[src/rtl/muldiv_unit.sv]
// RV32M multiply/divide unit for the execute stage: 2-cycle multiply, iterative
// radix-2 restoring divide, one-cycle done pulse with a registered result.
module muldiv_unit #(
    parameter int DATA_WIDTH = 32
) (
    input  logic                  clk,
    input  logic                  rst,
    input  logic                  start_i,
    input  logic [2:0]            funct3_i,
    input  logic [DATA_WIDTH-1:0] rs1_data_i,
    input  logic [DATA_WIDTH-1:0] rs2_data_i,
    input  logic                  flush_i,
    output logic                  stall_o,
    output logic                  busy_o,
    output logic                  done_o,
    output logic [DATA_WIDTH-1:0] result_o
);

    localparam int W     = DATA_WIDTH;
    localparam int CNT_W = $clog2(DATA_WIDTH);

    localparam logic [W-1:0]     ZERO_W   = {W{1'b0}};
    localparam logic [W-1:0]     ONES_W   = {W{1'b1}};
    localparam logic [W-1:0]     ONE_W    = {{(W-1){1'b0}}, 1'b1};
    localparam logic [W-1:0]     MIN_INT  = {1'b1, {(W-1){1'b0}}};
    localparam logic [CNT_W-1:0] CNT_INIT = CNT_W'(W - 1);
    localparam logic [CNT_W-1:0] CNT_ZERO = {CNT_W{1'b0}};
    localparam logic [CNT_W-1:0] CNT_ONE  = {{(CNT_W-1){1'b0}}, 1'b1};

    typedef enum logic [2:0] {
        ST_IDLE = 3'd0,
        ST_MUL  = 3'd1,
        ST_DIV  = 3'd2,
        ST_FIX  = 3'd3,
        ST_DONE = 3'd4
    } state_t;

    function automatic logic [W-1:0] negate(input logic [W-1:0] v);
        return (~v) + ONE_W;
    endfunction

    function automatic logic [W-1:0] abs_val(input logic [W-1:0] v);
        return v[W-1] ? negate(v) : v;
    endfunction

    state_t           state_r;
    logic [2:0]       funct3_r;
    logic [W-1:0]     op_a_r;
    logic [W-1:0]     op_b_r;
    logic [W-1:0]     quot_r;
    logic [W-1:0]     rem_r;
    logic [W-1:0]     divisor_r;
    logic [CNT_W-1:0] count_r;
    logic             sign_q_r;
    logic             sign_rem_r;
    logic             done_r;
    logic [W-1:0]     result_r;

    logic             div_signed_s;
    logic [W-1:0]     mag_a_s;
    logic [W-1:0]     mag_b_s;
    logic             mul_sa_s;
    logic             mul_sb_s;
    logic [2*W-1:0]   mul_a_ext_s;
    logic [2*W-1:0]   mul_b_ext_s;
    logic [2*W-1:0]   product_s;
    logic [W+1:0]     diff_s;
    logic             borrow_s;
    logic             div_unused_s;
    logic [W-1:0]     rem_step_s;
    logic [W-1:0]     quot_step_s;
    logic [W-1:0]     quot_fix_s;
    logic [W-1:0]     rem_fix_s;

    // Operand magnitudes for the divider setup; funct3[0]=0 marks the signed divides.
    assign div_signed_s = ~funct3_i[0];
    assign mag_a_s      = div_signed_s ? abs_val(rs1_data_i) : rs1_data_i;
    assign mag_b_s      = div_signed_s ? abs_val(rs2_data_i) : rs2_data_i;

    // MULH sign-extends both operands, MULHSU only A; MUL/MULHU treat both as unsigned.
    assign mul_sa_s    = ((funct3_r == 3'b001) || (funct3_r == 3'b010)) & op_a_r[W-1];
    assign mul_sb_s    = (funct3_r == 3'b001) & op_b_r[W-1];
    assign mul_a_ext_s = {{W{mul_sa_s}}, op_a_r};
    assign mul_b_ext_s = {{W{mul_sb_s}}, op_b_r};
    assign product_s   = mul_a_ext_s * mul_b_ext_s;

    // One restoring step; the W+2-bit subtract keeps the 2^(W-1) magnitude of MIN_INT exact.
    assign diff_s       = {1'b0, rem_r, quot_r[W-1]} - {2'b00, divisor_r};
    assign borrow_s     = diff_s[W+1];
    assign div_unused_s = diff_s[W];
    assign rem_step_s   = borrow_s ? {rem_r[W-2:0], quot_r[W-1]} : diff_s[W-1:0];
    assign quot_step_s  = {quot_r[W-2:0], ~borrow_s};

    assign quot_fix_s = sign_q_r   ? negate(quot_r) : quot_r;
    assign rem_fix_s  = sign_rem_r ? negate(rem_r)  : rem_r;

    assign busy_o   = (state_r == ST_MUL) || (state_r == ST_DIV) || (state_r == ST_FIX);
    assign stall_o  = busy_o | (start_i & (state_r == ST_IDLE) & ~flush_i);
    assign done_o   = done_r;
    assign result_o = result_r;

    // Control FSM and datapath registers; reset beats flush, flush beats accept and completion.
    always_ff @(posedge clk) begin
        if (rst) begin
            state_r    <= ST_IDLE;
            funct3_r   <= 3'b000;
            op_a_r     <= ZERO_W;
            op_b_r     <= ZERO_W;
            quot_r     <= ZERO_W;
            rem_r      <= ZERO_W;
            divisor_r  <= ZERO_W;
            count_r    <= CNT_ZERO;
            sign_q_r   <= 1'b0;
            sign_rem_r <= 1'b0;
            done_r     <= 1'b0;
            result_r   <= ZERO_W;
        end else if (flush_i) begin
            state_r <= ST_IDLE;
            done_r  <= 1'b0;
        end else begin
            case (state_r)
                ST_IDLE: begin
                    done_r <= 1'b0;
                    if (start_i) begin
                        funct3_r <= funct3_i;
                        op_a_r   <= rs1_data_i;
                        op_b_r   <= rs2_data_i;
                        if (!funct3_i[2]) begin
                            state_r <= ST_MUL;
                        end else if (rs2_data_i == ZERO_W) begin
                            result_r <= funct3_i[1] ? rs1_data_i : ONES_W;
                            done_r   <= 1'b1;
                            state_r  <= ST_DONE;
                        end else if (div_signed_s && (rs1_data_i == MIN_INT) &&
                                     (rs2_data_i == ONES_W)) begin
                            result_r <= funct3_i[1] ? ZERO_W : MIN_INT;
                            done_r   <= 1'b1;
                            state_r  <= ST_DONE;
                        end else begin
                            quot_r     <= mag_a_s;
                            rem_r      <= ZERO_W;
                            divisor_r  <= mag_b_s;
                            sign_q_r   <= div_signed_s & (rs1_data_i[W-1] ^ rs2_data_i[W-1]);
                            sign_rem_r <= div_signed_s & rs1_data_i[W-1];
                            count_r    <= CNT_INIT;
                            state_r    <= ST_DIV;
                        end
                    end else begin
                        state_r <= ST_IDLE;
                    end
                end
                ST_MUL: begin
                    result_r <= (funct3_r == 3'b000) ? product_s[W-1:0] : product_s[2*W-1:W];
                    done_r   <= 1'b1;
                    state_r  <= ST_DONE;
                end
                ST_DIV: begin
                    rem_r  <= rem_step_s;
                    quot_r <= quot_step_s;
                    if (count_r == CNT_ZERO) begin
                        state_r <= ST_FIX;
                    end else begin
                        count_r <= count_r - CNT_ONE;
                    end
                end
                ST_FIX: begin
                    result_r <= funct3_r[1] ? rem_fix_s : quot_fix_s;
                    done_r   <= 1'b1;
                    state_r  <= ST_DONE;
                end
                ST_DONE: begin
                    // start_i here still belongs to the instruction that just completed.
                    done_r  <= 1'b0;
                    state_r <= ST_IDLE;
                end
                default: begin
                    done_r  <= 1'b0;
                    state_r <= ST_IDLE;
                end
            endcase
        end
    end

endmodule

[config.mk]
export PLATFORM = sky130hd
export DESIGN_NAME = muldiv_unit
export DESIGN_NICKNAME = d
export VERILOG_FILES = /design/src/rtl/muldiv_unit.sv
export SDC_FILE = /design/constraint.sdc
export NUM_CORES = 2
export LEC_CHECK = 0
export ABC_CLOCK_PERIOD_IN_PS = 13000
export CAP_MARGIN = 5
export CORE_MARGIN = 1
export CORE_UTILIZATION = 50
export CTS_CLUSTER_DIAMETER = 100
export DETAILED_ROUTE_END_ITERATION = 8
export GPL_ROUTABILITY_DRIVEN = 1
export PLACE_DENSITY = 0.66
export REMOVE_ABC_BUFFERS = 1
export SYNTH_ARGS = -nofsm -noshare
export SYNTH_HDL_FRONTEND = slang
export SYNTH_SLANG_ARGS = --single-unit
[constraint.sdc]
create_clock -name clk -period 13 [get_ports clk]
set_input_delay 3.9 -clock clk [delete_from_list [all_inputs] [get_ports clk]]
set_output_delay 3.9 -clock clk [all_outputs]
set_load 0.02 [all_outputs]
After elaboration in Yosys (flattened, before gate mapping). Cells that the tools add are included.

Multiply operators: 1. Bitwise logic cells: 17. Multiplexer cells: 43. Add/sub/neg operators: 6. Reduce and logical (&&, ||, !) cells: 18. Equal/unequal tests: 14.

Operators with widths (number): two-way mux 32 bit (23); adder 32 x 1 -> 32 bit (second input constant) (4); NOT 32 bit (4); case mux 32 bit (2 select lines) (2); case mux 32 bit (3 select lines) (1); == test 32 bit (second input constant) (2); multiplier 33 x 33 -> 64 bit (1); subtractor 33 x 32 -> 34 bit (1); zero test 32 bit (1); two-way mux 5 bit (5); two-way mux 3 bit (5); AND reduction 6 bit (2); != test 2 bit (second input constant) (5); case mux 5 bit (2 select lines) (1); == test 3 x 2 -> 1 bit (second input constant) (3); case mux 3 bit (3 select lines) (1); AND reduction 7 bit (1); bitwise AND 1 bit (6); == test 3 x 1 -> 1 bit (second input constant) (2); zero test 3 bit (2); zero test 5 bit (1); NOT 1 bit (5); AND reduction 5 bit (1); subtractor 5 x 1 -> 5 bit (second input constant) (1); other kinds (12) (19).

Word-level logic and storage cells: 111. Bits of input ports: 71. Register bits: 206. Output and inout bits: 35.

Depth between registers and ports, before layout.
Depth after elaboration: 9. Depth in mapped cells: 32. Mapped depth without buffers: 30.

Worst setup path after synthesis. OpenSTA, ideal clock, no wires.

Kind: input to output. Start point: in start_i. End point: out stall_o. Arrival time: 5.002 ns. Cell stages on the path: 5. Required time: 9.100 ns. Setup slack: 4.098 ns. Cells stage by stage: nor2b_1 -> nand2_1 -> clkbuf_1 -> clkbuf_1 -> o21ai_0.

Longest elaborated chain between the ends: 3.

RTL lines: start, declared (line 8) `input logic start_i,`; bitwise AND 1 bit (2 in a row) (line 98) `assign stall_o = busy_o | (start_i & (state_r == ST_IDLE) & ~flush_i);`; bitwise OR 1 bit (line 98); end, declared (line 13) `output logic stall_o,`.

No other way between the ends.

Worst setup path in the final report.
Start point: reg funct3_r[0]. End point: reg result_r[30] (netlist: result_o[30]).

Longest elaborated chain between the ends: 6. Elaborated cells on any way between the ends: 9. Classes of those cells: mul: 1; eq/ne: 2; mux: 2; bitwise: 2; reduce/logical: 2.

RTL lines: start, declared (line 47) `logic [2:0] funct3_r;`; start signal, assigned (line 125) `funct3_r <= funct3_i;`; == test 3 x 1 -> 1 bit or == test 3 x 2 -> 1 bit (tied branches) (line 81, 82); logical OR 1 bit (line 81) `assign mul_sa_s = ((funct3_r == 3'b001) || (funct3_r == 3'b010)) & op_a_r[W-1];`; bitwise AND 1 bit (line 81); multiplier 33 x 33 -> 64 bit (line 85) `assign product_s = mul_a_ext_s * mul_b_ext_s;`; two-way mux 32 bit * (line 153) `result_r <= (funct3_r == 3'b000) ? product_s[W-1:0] : product_s[2*W-1:W];`; case mux 32 bit (3 select lines) * (line 121) `case (state_r)`; end signal, assigned (line 131) `result_r <= funct3_i[1] ? rs1_data_i : ONES_W;`; end signal, assigned (line 153); end signal, assigned (line 167) `result_r <= funct3_r[1] ? rem_fix_s : quot_fix_s;`; end, declared (line 57) `logic [W-1:0] result_r;`.

Mark *: on every way between the ends. The rest lies on a longest branch, timed or not. A chain may end at the register's enable or synchronous reset.

==> key figures <==
Final layout
  – Nets: 7300
  – Fill cells: 9512
  – Layout cells sized above 1: 0.0284
  – Multi-input combinational cell area: 0.0408 sq mm
  – Reg area: 0.00413 sq mm
  – Area Growth Syn to Fin: 5.89%

Global routing
  – Grt met2 use: 0.483
  – Met3 layer usage reported by global route: 0.0616
  – Top Usage Layer GRT: met2
  – Met1 usage: 0.379
  – Number of global-route vias before repair: 41700
  – GRT Total Usage: 0.288
  – First-pass GRT wire length: 232 mm
  – Total grt overflow: 0
  – Largest net degree at the start of global routing: 102
  – Initial antenna violation count: 5

Detailed routing
  – Number of remaining DRC errors: 0
  – Pre-antenna DRT Iters: 8
  – Via count: 39900
  – Final WL: 144 mm
  – Post-DR vias/cell: 5.52
  – Antenna Nets Post-Route: 0
  – Drt wl/cell: 19.9 um
  – Initial DRC Count: 2786

Setup path
  – Data required, critical path: 13460 ps
  – CP peak stage delay: 900 ps
  – Worst R2R Path Depth: 26
  – Critical path arrival: 10210 ps
  – Most Frequent Cell on Critical Path: fa_1
  – Setup crit end kind: flip-flop
  – WS Path Type: flip-flop to flip-flop
  – Critical path's slowest cell: nor3b_2
  – Crit-path max FO: 12
  – Worst R2R Setup Slack: 3250 ps
  – Startpoint class of the critical path: flip-flop

Synth
  – Syn Inst Count: 5988
  – Mapped Area: 0.0509 sq mm
  – Sequential share of the synthesized area: 0.0810
  – Commonest cells post-synth: inv_1, fa_1, nand2_1, clkbuf_1, and2_1
  – Synth top area share: 0.443
  – Top FF cell, synth: dfxtp_1
  – Synth unique cells: 73
  – Post-synth EDFFs: 0
  – Post-Syn Area per Cell: 8.50 sq um
  – Area leader, netlist: fa_1
  – Synth warn: 0
  – Largest cells by area after synthesis: fa_1, inv_1, dfxtp_1, nand2_1, ha_1
  – Cell with the most instances after synthesis: inv_1
  – FF+latch count, synth: 206
  – Fraction of registers with async set/reset: 0

STA
  – RSZ-0062 raised after global routing: no
  – Fin crit share: 0.750
  – Final Critical Period: 9750 ps
  – FMAX: 0.103 GHz
  – Final Slew Violations: 0
  – Worst Tran Pin Value: 1330 ps
  – Setup_tns: 0 ps
  – Fin Hold WS: 450 ps
  – Skew final: 10.8 ps
  – Slew HR: 0.108
  – Finish-stage setup viols: 0
  – Final Hold Vio Count: 0

Clocking
  – Reg clk slew, reported paths: 60 ps
  – Cts hold-fix bufs: 0
  – H-tree levels: 1
  – Clock root cell: clkbuf_16
  – Cts repair resizes: 0
  – Post-CTS setup buffer count: 0
  – CTS Buf Count: 26
  – CTS tree: yes
  – Clock Latency Late Sink: 550 ps
  – TritonCTS Sinks: 206
  – Clk buf depth: 3

Floorplan
  – Starting Density: 0.507
  – Die width: 321 um
  – Site Rows: 116
  – Die area: 0.103 sq mm
  – Top Ports: 106
  – Core area: 0.100 sq mm
  – Die Span Y: 321 um

Hold path
  – Worst Hold Class: flip-flop to flip-flop
  – Hold depth: 2

Pwr
  – Peak VDD IR: 97.0 uV
  – P_leak: 24.3 nW
  – PwrDens: 43.8 mW/mm^2

Run status
  – Status: finished clean

Job
  – Max-Cap Viols: 0

Place
  – Port bufs: 105
  – Post-DP HPWL: 115 mm
  – Placer Congestion: 0.980
==> cells in the final DEF (no fill, tap or decap), drive strengths merged, types with 44 or more instances in the layout <==
master         Yosys  layout
inv             1238    1238
fa              1126    1126
nand2           1045    1045
and2             321     321
nor2             255     255
ha               251     251
a21oi            212     212
dfxtp            206     206
o21ai            145     145
xnor2            135     135
clkdlybuf4s50      0     104
buf               11      86
xor2              77      77
a211oi            53      53
nor3              45      45
a21o              45      45
o31ai             44      44
==> registers in the layout (all words and copies together), names as in the netlist <==
signal,count
op_a_r,32
funct3_r,3
done_o,1
result_o,32
count_r,5
sign_q_r,1
divisor_r,32
rem_r,32
state_r,3
quot_r,32
op_b_r,32
sign_rem_r,1
==> final cells by class <==
class	count	share of cell area
diodes	2	0.0000928
clock buffers	38	0.0146
clock inverters	10	0.00248
inverters	1238	0.0862
multi-input cells	4190	0.757
flip-flops and latches	206	0.0766
well taps	1357	0.0315
repair buffers	190	0.0314
==> worst max-delay path: cells and delay by family (launching register included) <==
kind,cells,cell delay [ps]
adders and majority gates,9,5100
and+or+nand+nor,5,1920
AOI/OAI and AO/OA,5,980
buffers and inverters,5,810
DFF,1,420
muxes,1,260
xor gates and xnor gates,1,150
==> metal layers <==
metal / vias up / wire, um
met2: 1315 / 69200
li1: 17900 / -
met5: - / 13
met1: 20500 / 58000
met3: 233 / 12700
met4: 2 / 4260
==> cells by family after synthesis <==
kind of cell / count (synthesis) / synth area share
adders and majority gates: 1377 / 0.505
muxes: 14 / 0.00280
and+or+nand+nor: 1867 / 0.165
DFF: 206 / 0.0810
buffers and inverters: 1592 / 0.118
AOI/OAI and AO/OA: 720 / 0.0926
xor gates and xnor gates: 212 / 0.0365
==> metrics by stage <==
step	std cells	instance area, sq um	power, mW	utilization	setup WS (ps)
finish	7231	53900	2.36	0.537	3250
detailed placement	7181	53000	1.58	0.527	3340
global placement	7181	53000	1.58	0.527	3450
global route	7230	53900	2.48	0.537	2650
floorplan	5634	49600	1.24	-	2390
CTS	7229	53900	2.36	0.537	3300
==> final timing paths <==
kind                                    start       endpoint
worst min register to register  divisor_r[31]  divisor_r[31]
worst max register to register    funct3_r[0]   result_o[30]
worst min-delay path            divisor_r[31]  divisor_r[31]
worst max-delay path              funct3_r[0]   result_o[30]
==> report_power, final <==
part / total [mW] / internal, mW / switching (mW)
logic: 0.897 / 0.306 / 0.591
registers: 0.688 / 0.657 / 0.0308
clock network: 0.774 / 0.478 / 0.297
(Power assumes the default switching activity.)
